**config.mk**
```make
export PLATFORM = sky130hd
export DESIGN_NAME = uart_rx
export DESIGN_NICKNAME = d
export VERILOG_FILES = /design/src/rtl/uart_pkg.sv /design/src/rtl/uart_rx_sync.sv /design/src/rtl/uart_rx.sv
export SDC_FILE = /design/constraint.sdc
export NUM_CORES = 1
export LEC_CHECK = 0
export CORE_AREA = 3 3 63 65
export CTS_CLUSTER_DIAMETER = 40
export DETAILED_ROUTE_END_ITERATION = 6
export DIE_AREA = 0 0 66 68
export PLACE_DENSITY_LB_ADDON = 0.05
export SLEW_MARGIN = 30
export SYNTH_ARGS = -nofsm -noshare
export SYNTH_HDL_FRONTEND = slang
export SYNTH_SLANG_ARGS = --single-unit
```
**constraint.sdc**
```tcl
create_clock -name sysclk_in -period 2 [get_ports sysclk_in]
set_input_delay 0.3 -clock sysclk_in [delete_from_list [all_inputs] [get_ports sysclk_in]]
set_output_delay 0.3 -clock sysclk_in [all_outputs]
set_load 0.02 [all_outputs]
```
**src/rtl/uart_pkg.sv**
```systemverilog
// Shared UART definitions: default framing constants, receiver state encoding
// and the 2-of-3 vote used by the oversampling front end.
package uart_pkg;

  localparam int unsigned OVERSAMPLING_DEF = 8;
  localparam int unsigned DATA_BITS_DEF    = 8;

  typedef enum logic [1:0] {
    RX_IDLE,
    RX_START,
    RX_DATA,
    RX_STOP
  } rx_state_e;

  function automatic logic maj3(input logic [2:0] v);
    return (v[0] & v[1]) | (v[0] & v[2]) | (v[1] & v[2]);
  endfunction

endpackage

```
**src/rtl/uart_rx_sync.sv**
```systemverilog
// Receive front end: brings the async line into the clock domain and keeps a
// 3-sample history, advanced only on oversampling ticks, for noise voting.
module uart_rx_sync
  import uart_pkg::*;
(
  input  logic sysclk_in,
  input  logic nrst_in,
  input  logic divpulse_in,
  input  logic serial_in,
  output logic synced_out,
  output logic majority_out
);

  logic       sync1_q;
  logic       sync2_q;
  logic [2:0] hist_q;

  // Reset to the idle (high) level so no spurious low appears after reset.
  always_ff @(posedge sysclk_in) begin
    if (!nrst_in) begin
      sync1_q <= 1'b1;
      sync2_q <= 1'b1;
      hist_q  <= 3'b111;
    end else begin
      sync1_q <= serial_in;
      sync2_q <= sync1_q;
      if (divpulse_in) begin
        hist_q <= {hist_q[1:0], sync2_q};
      end
    end
  end

  assign synced_out   = sync2_q;
  assign majority_out = maj3(hist_q);

endmodule

```
**src/rtl/uart_rx.sv**
```systemverilog
// Oversampling UART receiver: start/data/stop framing FSM driven by baud ticks,
// LSB-first shift register, one-cycle done and frame-error strobes.
module uart_rx
  import uart_pkg::*;
#(
  parameter int unsigned OVERSAMPLING = OVERSAMPLING_DEF,
  parameter int unsigned DATA_BITS    = DATA_BITS_DEF
) (
  input  logic                 sysclk_in,
  input  logic                 nrst_in,
  input  logic                 divpulse_in,
  input  logic                 rx_serial_in,
  output logic [DATA_BITS-1:0] rx_data_out,
  output logic                 rx_done_out,
  output logic                 rx_busy_out,
  output logic                 rx_frame_err_out
);

  localparam int unsigned TW = $clog2(OVERSAMPLING);
  localparam int unsigned BW = $clog2(DATA_BITS + 1);

  localparam logic [TW-1:0] TICK_HALF = TW'(OVERSAMPLING / 2 - 1);
  localparam logic [TW-1:0] TICK_LAST = TW'(OVERSAMPLING - 1);
  localparam logic [BW-1:0] BIT_LAST  = BW'(DATA_BITS - 1);

  rx_state_e            state_q, state_d;
  logic [TW-1:0]        tick_q, tick_d;
  logic [BW-1:0]        bit_q, bit_d;
  logic [DATA_BITS-1:0] shreg_q, shreg_d;
  logic [DATA_BITS-1:0] data_q, data_d;
  logic                 armed_q, armed_d;
  logic                 done_q, done_d;
  logic                 err_q, err_d;

  logic line_synced;
  logic line_maj;

  uart_rx_sync u_sync (
    .sysclk_in    (sysclk_in),
    .nrst_in      (nrst_in),
    .divpulse_in  (divpulse_in),
    .serial_in    (rx_serial_in),
    .synced_out   (line_synced),
    .majority_out (line_maj)
  );

  always_comb begin
    // NOTE: every _d gets a default before the case so no path leaves it unassigned (no latches).
    state_d = state_q;
    tick_d  = tick_q;
    bit_d   = bit_q;
    shreg_d = shreg_q;
    data_d  = data_q;
    armed_d = armed_q;
    done_d  = 1'b0;
    err_d   = 1'b0;

    unique case (state_q)
      RX_IDLE: begin
        if (line_synced) armed_d = 1'b1;
        if (divpulse_in && armed_q && !line_synced) begin
          state_d = RX_START;
          tick_d  = '0;
          armed_d = 1'b0;
        end
      end
      RX_START: begin
        if (divpulse_in) begin
          if (tick_q == TICK_HALF) begin
            tick_d  = '0;
            bit_d   = '0;
            state_d = line_maj ? RX_IDLE : RX_DATA;
          end else begin
            tick_d = tick_q + TW'(1);
          end
        end
      end
      RX_DATA: begin
        if (divpulse_in) begin
          if (tick_q == TICK_LAST) begin
            shreg_d = {line_maj, shreg_q[DATA_BITS-1:1]};
            tick_d  = '0;
            bit_d   = bit_q + BW'(1);
            if (bit_q == BIT_LAST) state_d = RX_STOP;
          end else begin
            tick_d = tick_q + TW'(1);
          end
        end
      end
      RX_STOP: begin
        if (divpulse_in) begin
          if (tick_q == TICK_LAST) begin
            if (line_maj) begin
              data_d = shreg_q;
              done_d = 1'b1;
            end else begin
              err_d = 1'b1;
            end
            tick_d  = '0;
            armed_d = 1'b0;
            state_d = RX_IDLE;
          end else begin
            tick_d = tick_q + TW'(1);
          end
        end
      end
      default: state_d = RX_IDLE;
    endcase
  end

  // Back to idle at mid-stop so a following start edge half a bit later is caught.
  always_ff @(posedge sysclk_in) begin
    if (!nrst_in) begin
      state_q <= RX_IDLE;
      tick_q  <= '0;
      bit_q   <= '0;
      shreg_q <= '0;
      data_q  <= '0;
      armed_q <= 1'b0;
      done_q  <= 1'b0;
      err_q   <= 1'b0;
    end else begin
      // NOTE: sequential state uses <= so every register samples pre-edge values.
      state_q <= state_d;
      tick_q  <= tick_d;
      bit_q   <= bit_d;
      shreg_q <= shreg_d;
      data_q  <= data_d;
      armed_q <= armed_d;
      done_q  <= done_d;
      err_q   <= err_d;
    end
  end

  assign rx_data_out      = data_q;
  assign rx_done_out      = done_q;
  assign rx_frame_err_out = err_q;
  assign rx_busy_out      = (state_q != RX_IDLE);

endmodule

```
# Word level (Yosys, flattened, before mapping)
# Index checks and enable logic that the tools add are counted.
[word_totals] regBits=33 inputBits=4 out_inout_bits=11 word_cells=77
[op_classes] addsub=2 n_eq_ne=16 muxes=28 n_bitwise=5 reduce_logical=15
[op_table] op="$mux W2" count=9
[op_table] op="$mux W4" count=4
[op_table] op="$ne A2 B2 Y1 const B" count=8
[op_table] op="$mux W3" count=5
[op_table] op="$reduce_and A4 Y1" count=3
[op_table] op="$pmux W3 S3" count=1
[op_table] op="$pmux W2 S4" count=1
[op_table] op="$pmux W4 S2" count=1
[op_table] op="$reduce_and A8 Y1" count=1
[op_table] op="$mux W1" count=6
[op_table] op="$reduce_and A3 Y1" count=2
[op_table] op="$reduce_bool A2 Y1" count=3
[op_table] op="$reduce_and A5 Y1" count=1
[op_table] op="$add A4 B1 Y4 const B" count=1
[op_table] op="$eq A2 B2 Y1 const B" count=2
[op_table] op="$eq A4 B3 Y1 const B" count=1
[op_table] op="$add A3 B1 Y3 const B" count=1
[op_table] op="$and A1 B1 Y1" count=3
[op_table] op="$eq A3 B2 Y1 const B" count=1
[op_table] op="$eq A3 B3 Y1 const B" count=1
[op_table] op="$ne A3 B2 Y1 const B" count=1
[op_table] op="$eq A2 B1 Y1 const B" count=1
[op_table] op="$logic_and A1 B1 Y1" count=2
[op_table] op="$logic_not A2 Y1" count=1
[op_table] op="5 further kinds" count=6

# Longest topological paths before layout
[logic_depth] depth_word=7 depth_mapped=7 mapped_depth_nobuf=6

# By module
# A second synthesis with hierarchy kept.
[unflattened] cells_unflattened=146 hier_area_um2=1421.4
[by_module_without_submodules] mod="uart_rx" n_inst=1 cells_each=132 area_each_um2=1256.2 seq_area_each_um2=560.5
[by_module_without_submodules] mod="uart_rx_sync" n_inst=1 cells_each=14 area_each_um2=165.2 seq_area_each_um2=100.1

# Worst setup path after synthesis
# No wires, ideal clock.
[synth_timing] path_kind="register to register" startpoint="reg state_q[0]" endpoint="reg bit_q[3]" setup_ns=0.092 arrival_ns=1.661 path_slack_ns=0.247 path_stages_with_launch=7 path_buffers=1 synth_period_minus_slack_ns=1.753 path_cell_list="dfxtp_1 -> inv_1 -> ha_1 -> buf_6 -> or3b_4 -> a21o_1 -> o32ai_1"
[synth_between] elab_chain_cells=3 elab_cells_between_ends=9
[synth_rtl] element="start: declaration" line="uart_rx.sv:26" rtl="rx_state_e state_q, state_d;"
[synth_rtl] element="start signal: assignment" line="uart_rx.sv:124" rtl="state_q <= state_d;"
[synth_rtl] element="$eq A2 B2 Y1 or $eq A2 B1 Y1 (tied branches)" line="uart_rx.sv:58" rtl="unique case (state_q)"
[synth_rtl] element="$ne A2 B2 Y1 (no line) or $reduce_bool A2 Y1 (tied branches)"
[synth_rtl] element="$reduce_and A5 Y1 (no line)"
[synth_rtl] element="end signal: assignment" line="uart_rx.sv:126" rtl="bit_q <= bit_d;"
[synth_rtl] element="end: declaration" line="uart_rx.sv:28" rtl="logic [BW-1:0] bit_q, bit_d;"
# Parallel ways exist; a longest one is shown, timed or not.
# A chain may end at the register's enable or synchronous reset.

==> summary.md <==
| Metric | Value |
|---|---|
| Status | finished, final reports clean |
| Area of the mapped netlist | 0.00160 mm2 |
| Final GP Congestion | roughly 0.80 |
| Placed instance count | 240 |
| Hold/Removal Path Class | flip-flop to flip-flop |
| Max Slew Vio Count | 0 |
| Final period util | 90.1% |
| FFs w/ async S/R, synth | 0% |
| Num Clock Sinks | 33 |
| Unique masters post-synth | 39 |
| Core footprint | 0.00339 mm2 |
| Overall fraction of global-route tracks in use | 16.5% |
| Peak VDD IR | around 0.34 mV |
| Vias | 1,334 |
| Met1 Usage GRT | between 20% and 30% |
| Warnings, synthesis | 0 |
| P_int | 942 uW |
| Avg WL per Cell | between 10 and 15 um |
| Sequential Power Share | 50.4% |
| GR peak layer | met2 |
| Synth-to-Final Area Change | 17.6% |
| Mapped Cells | 178 |
| # port buffers | 14 |
| Critical Path RT | 1.70 ns |
| Non-Filler Instances | approximately 250 |
| Commonest register cell after synthesis | dfxtp_1 |
| Syn avg cell area | 8.96 um2 |
| IO Pins | 15 |
| DRT Wirelength | roughly 3.3 mm |
| DRC | 0 |
| DR iter-0 viols | 99 |
| Final Setup Violations | 0 |
| Sw frac | 30.1% |
| Hold Buf Count CTS | 0 |
| Clock Latency Late Sink | 0.34 ns |
| Die Area | roughly 0.0045 mm2 |
| Rows | 21 |
| Power density over the cells | 719 mW/mm2 |
| HPWL after DPL | ~2.4 mm |
| Antenna-violating nets left | 0 |
| Final net count | 216 |
| Net count after synthesis | 193 |
| GR Layer Usage met3 | just over 5% |
| Total CTS buffers | 5 |
| Leakage power | just under 0.8 nW |
| Combinational share of power | 22.3% |
| Final Hold Vio Count | 0 |
| Setup TNS | 0 ns |
| Worst hold margin | between 0.4 and 0.5 ns |
| Unrepaired setup endpoints after global routing | false |
| Die width | 66 um |
| First-pass GRT wire length | 5.61 mm |
| Worst setup EP type | output pin |
| Grt met2 use | 26.8% |
| DIE HEIGHT | 68 um |
| Clock Path Buffers | 2 |
| Vias per cell | 5.38 |
| Crit path time final | 1.80 ns |
| Fmax | 555 MHz |
| CP arrival | 1.50 ns |
| Vias in the first global route | 1,227 |
| Worst-Margin Slew | 0.452 ns |
| Filler Cells Inserted | roughly 320 |
| CP Class | flip-flop to output pin |
| Clock power frac | 27.3% |
| Crit-path max FO | 6 |
| Clk slew on worst S/H paths | 0.10 ns |
| Commonest cells after routing, fill and taps aside | dfxtp_1, nand2_1, nor2_1 |
| CTS root buf | clkbuf_4 |
| DRT Pass-1 Iters | 4 |
| Htree depth | 2 |
| CTS tree | yes |
| Slew HR | 69.9% |
| Sequential element share of the synthesized area | 41.4% |
| Antenna Cells | 0 |
| Initial core utilization | a little under half |
| Worst setup SP type | flip-flop |
| Largest net degree at the start of global routing | 22 |
| Max_cap viols | 0 |
| Final Skew | 0.00799 ns |
| Post-synth EDFFs | 0 |
| Fraction of layout cells with a size suffix above 1 | a little under an eighth |
| Initial antenna violation count | 0 |
| Power, Total | 1.35 mW |
| Postcts setup bufs | 0 |
| Sw Pwr | 406 uW |
| Yosys reg bits | 33 |
| Final core utilization | between 50% and 60% |
| GRT overflow | 0 |
| Most common cell after layout, fill and taps aside | dfxtp_1 |
per-layer routing:
layer	part of all wire [%]	wire length (um)	vias up
met5	0	0	-
met4	1.5	51	0
li1	-	-	664
met1	48	1570	625
met3	3.9	130	8
met2	47	1550	37
path summary, 6_finish.rpt:
path	start	end	slack, ns	depth (start not counted)
max reg2reg	state_q[0]$_SDFFE_PN0P_	armed_q$_SDFFE_PN0P_	0.25	6
max	flip-flop	rx_busy_out	0.20	4
min	u_sync.sync1_q$_SDFF_PN1_	u_sync.synced_out$_SDFF_PN1_	0.41	1
min reg2reg	u_sync.sync1_q$_SDFF_PN1_	u_sync.synced_out$_SDFF_PN1_	0.41	1
sequential cells by signal (all words and copies together), names as in the netlist, named ones only:
register           cells
rx_data_out            8
shreg_q                8
bit_q                  4
tick_q                 3
u_sync.hist_q          3
armed_q                1
rx_done_out            1
rx_frame_err_out       1
state_q                1
u_sync.sync1_q         1
u_sync.synced_out      1
logic make-up after synthesis:
| kind of cell | synth area share (%) |
|---|---|
| multiplexers | 8.78 |
| AND/OR/NAND/NOR | 21.9 |
| adder cells (fa/ha/maj) | 9.25 |
| buffers and inverters | 4.39 |
| flip-flops | 41.4 |
| AO/OA/AOI/OAI | 14.3 |
power groups by stage:
stage               Sequential (mW)  Clock, mW  Combinational, mW
floorplan                     0.699          0              0.205
global placement              0.694          0              0.293
detailed placement            0.694          0              0.302
CTS                           0.679      0.383              0.297
global route                  0.682      0.406              0.331
finish                        0.679      0.368              0.301
what timing repair did:
item / CTS / global route
hold endpoints to repair: 0 / 0
setup endpoints to repair: 1 / 0
gates resized for setup: 2 / 0
synth_stat cells, drive strengths merged, types with 2 or more instances:
| cell type | instances | share of area (%) |
|---|---|---|
| and3b | 2 | 1.2 |
| o32ai | 2 | 1.6 |
| nor2b | 3 | 1.2 |
| o22ai | 2 | 0.78 |
| a21oi | 13 | 4.1 |
| ha | 11 | 8.6 |
| dfxtp | 33 | 41 |
| a21boi | 2 | 0.94 |
| nand2 | 31 | 7.3 |
| mux2i | 14 | 8.8 |
| nand3 | 5 | 1.6 |
| a221oi | 2 | 1.1 |
| or3 | 4 | 1.6 |
| nand2b | 5 | 2.0 |
| inv | 8 | 1.9 |
| buf | 4 | 1.8 |
| o31ai | 2 | 0.94 |
| clkbuf | 3 | 0.71 |
| nor2 | 16 | 3.8 |
through the flow:
step	cell area (um2)	setup WS [ns]
after detailed placement	1820	0.126
after global placement	1820	0.184
after global routing	1880	0.0943
after CTS	1880	0.180
after floorplan	1600	0.247
final	1880	0.197
worst max-delay path, cell delays in order (launching register included):
cell and delay [ns]:
dfxtp_2 0.39, inv_1 0.09, ha_1 0.26, inv_1 0.10, dlygate4sd2_1 0.33
area by class of cell:
cell class / instances / area, um2 / area share (%)
clock buffer: 5 / 37.5 / 2.00
clock inverter: 3 / 17.5 / 0.934
inverter: 8 / 30.0 / 1.60
multi-input combinational: 130 / 865 / 46.1
sequential: 33 / 662 / 35.3
tap: 46 / 57.6 / 3.07
timing repair buffer: 23 / 206 / 11.0
No activity file was read; power rests on OpenSTA's default activity.
==> patch (config.mk and constraints unchanged) <==
Re-encode `rx_state_e` (4 states) as Gray code, 2 bits wide.
--- a/src/rtl/uart_pkg.sv
+++ b/src/rtl/uart_pkg.sv
@@ -7,8 +7,8 @@
 
   typedef enum logic [1:0] {
-    RX_IDLE,
-    RX_START,
-    RX_DATA,
-    RX_STOP
+    RX_IDLE  = 2'b00,
+    RX_START = 2'b01,
+    RX_DATA  = 2'b11,
+    RX_STOP  = 2'b10
   } rx_state_e;
 
Formal check against the unedited RTL: no difference found for any inputs over 10 cycles, from zero or initial values and one cycle with nrst_in low; not proved beyond that.
==> patch against the original RTL <==
  * Sequential share of layout area is 3.7 points higher
  * Area after synthesis is 12% lower
  * Sequential cell count stayed put
  * Final cell count is 12% lower
  * Synthesized cell count is 17% lower
  * Setup slack worse by 0.11 ns
  * Fmax is 5.6% lower
  * Design area is 9.5% lower
  * Wire length is 22% lower
Power is not compared: it rests on default switching activity, and its combinational part moved more than twofold at a synthesized area within 25%.
==> patch: results (changes against the original RTL) <==
ant diodes = 0 (unchanged)
DP Wirelength = 1.87 mm (-22%)
Worst Hold Class = reg2reg
vias in the first global route = 1059 (-14%)
synth top area cells = dfxtp_1, mux2i_1, nor2_1
clk buf depth = 2 (unchanged)
initial antenna violation count = 0 (unchanged)
Critical Path Max Stage Delay = 0.59 ns (+0.20 ns)
register area share after synthesis = 0.469 (+0.0544)
Synth async-reset ratio = 0 (unchanged)
CTS clock-pin slew for the worst setup and hold paths = 0.09 ns
synth warn = 0 (unchanged)
Detailed Route Iter0 Violations = 58 (-41%)
slowest cell on the critical path = clkdlybuf4s50_1
pin count of the biggest net entering global routing = 24 (+9.1%)
most frequent cells after synthesis = dfxtp_1, nor2_1, mux2i_1, nand2_1, a21oi_1
routability congestion estimate = 0.771 (-3.9%)
DRT Pass-1 Iters = 4 (unchanged)
GRT Total Usage = 0.136 (-0.0288)
r2r setup slk = 0.19 ns (-0.06 ns)
Static Leak = 0.689 nW
FF-to-FF Start = tick_q[0]
reg2reg path depth = 6 (unchanged)
fraction of layout cells with a size suffix above 1 = 0.133 (+0.0191)
CP arrival = 1.61 ns (+0.11 ns)
global-route wire length before repair = 4.64 mm (-17%)
switch share = 0.221
Clk Latency, worst-skew pair = 0.31 ns (-0.03 ns)
Worst Setup SP = state_q[0]
CP endpoint = rx_busy_out
total CTS buffers = 5 (unchanged)
Worst VDD drop = 337 uV
Synth cell types = 36 (-7.7%)
worst hold slack = 0.415 ns (+0.000634 ns)
root buffer cell = clkbuf_4
Syn Nets = 156 (-19%)
Synth Flop Type = dfxtp_1
H-tree depth = 2 (unchanged)
Avg Vias per Cell = 4.90 (-8.8%)
crit-path leading delay family = buffers and inverters
Critical Path Fanout Max = 10 (+4)
outcome = completed
Worst-Margin Slew = 0.374 ns (-0.0780 ns)
Routed wire per std cell = 11.7 um (-12%)
Final nets = 182 (-16%)
port bufs = 14 (unchanged)
clock skew = 0.00748 ns (-0.000501 ns)
Critical R2R Capture = rx_data_out[7]
patch: cell types whose count changed in the layout (fill, tap and decap cells not counted), sizes merged, moves of 3 or more:
cell / unedited run / this run
a21oi: 13 / 9
buf: 9 / 12
ha: 11 / 4
mux2i: 14 / 21
nand2: 31 / 11
nor2: 16 / 24
nor3: 0 / 3
patch: metrics by stage:
| stage | setup WS, ns | utilization | cell area, um2 | power [mW] | instances |
|---|---|---|---|---|---|
| 2_1_floorplan | 0.369 | - | 1410 | 0.715 | 148 |
| 3_3_place_gp | 0.0920 | 0.488 | 1650 | 0.736 | 213 |
| 3_5_place_dp | 0.0295 | 0.488 | 1650 | 0.737 | 213 |
| 4_1_cts | 0.00280 | 0.500 | 1700 | 1.06 | 219 |
| 5_1_grt | 0.00606 | 0.501 | 1700 | 1.10 | 219 |
| 6_report | 0.0894 | 0.501 | 1700 | 1.04 | 219 |
patch: timing repair:
| action | in CTS | in global routing |
|---|---|---|
| buffers inserted | 0 | 0 |
| hold buffers | 0 | 0 |
| endpoints found under the setup margin | 0 | 1 |
| gates resized for setup | 0 | 1 |
patch: power groups by stage:
stage               clock (mW)  combinational [mW]  sequential, mW
global route             0.370              0.0574           0.671
finish                   0.321              0.0514           0.669
floorplan                    0              0.0340           0.681
global placement             0              0.0517           0.684
CTS                      0.343              0.0525           0.669
detailed placement           0              0.0524           0.685
patch: area by class of cell:
| cell class | count | area [um2] |
|---|---|---|
| fillers | 332 | 1690 |
| multi-input cells | 102 | 669 |
| flip-flops and latches | 33 | 662 |
| repair buffers | 26 | 243 |
| well taps | 46 | 57.6 |
| clock buffers | 5 | 37.5 |
| inverters | 6 | 22.5 |
| clock inverters | 1 | 5.00 |
patch: cells by family after synthesis:
group                      count (synthesis)  share of synthesized area
adders and majority gates                  5                     0.0426
muxes                                     21                      0.149
and+or+nand+nor                           57                      0.201
DFF                                       33                      0.468
buffers and inverters                     13                     0.0568
AOI/OAI and AO/OA                         19                     0.0825
patch: how the worst min path moves through the flow:
| stage | endpoint | cells after the start | start |
|---|---|---|---|
| 2_1_floorplan | u_sync.synced_out | 1 | u_sync.sync1_q |
| 3_3_place_gp | u_sync.synced_out | 1 | u_sync.sync1_q |
| 3_5_place_dp | u_sync.synced_out | 1 | u_sync.sync1_q |
| 4_1_cts | u_sync.synced_out | 1 | u_sync.sync1_q |
| 5_1_grt | u_sync.synced_out | 1 | u_sync.sync1_q |
| 6_report | u_sync.synced_out | 1 | u_sync.sync1_q |
patch: layer usage:
layer / vias to the layer above / share of wire / global-route usage
li1: 558 / - / -
met1: 499 / 0.50 / 0.169
met2: 12 / 0.45 / 0.210
met3: 5 / 0.041 / 0.0591
met4: 0 / 0.013 / 0.0508
met5: - / 0 / 0
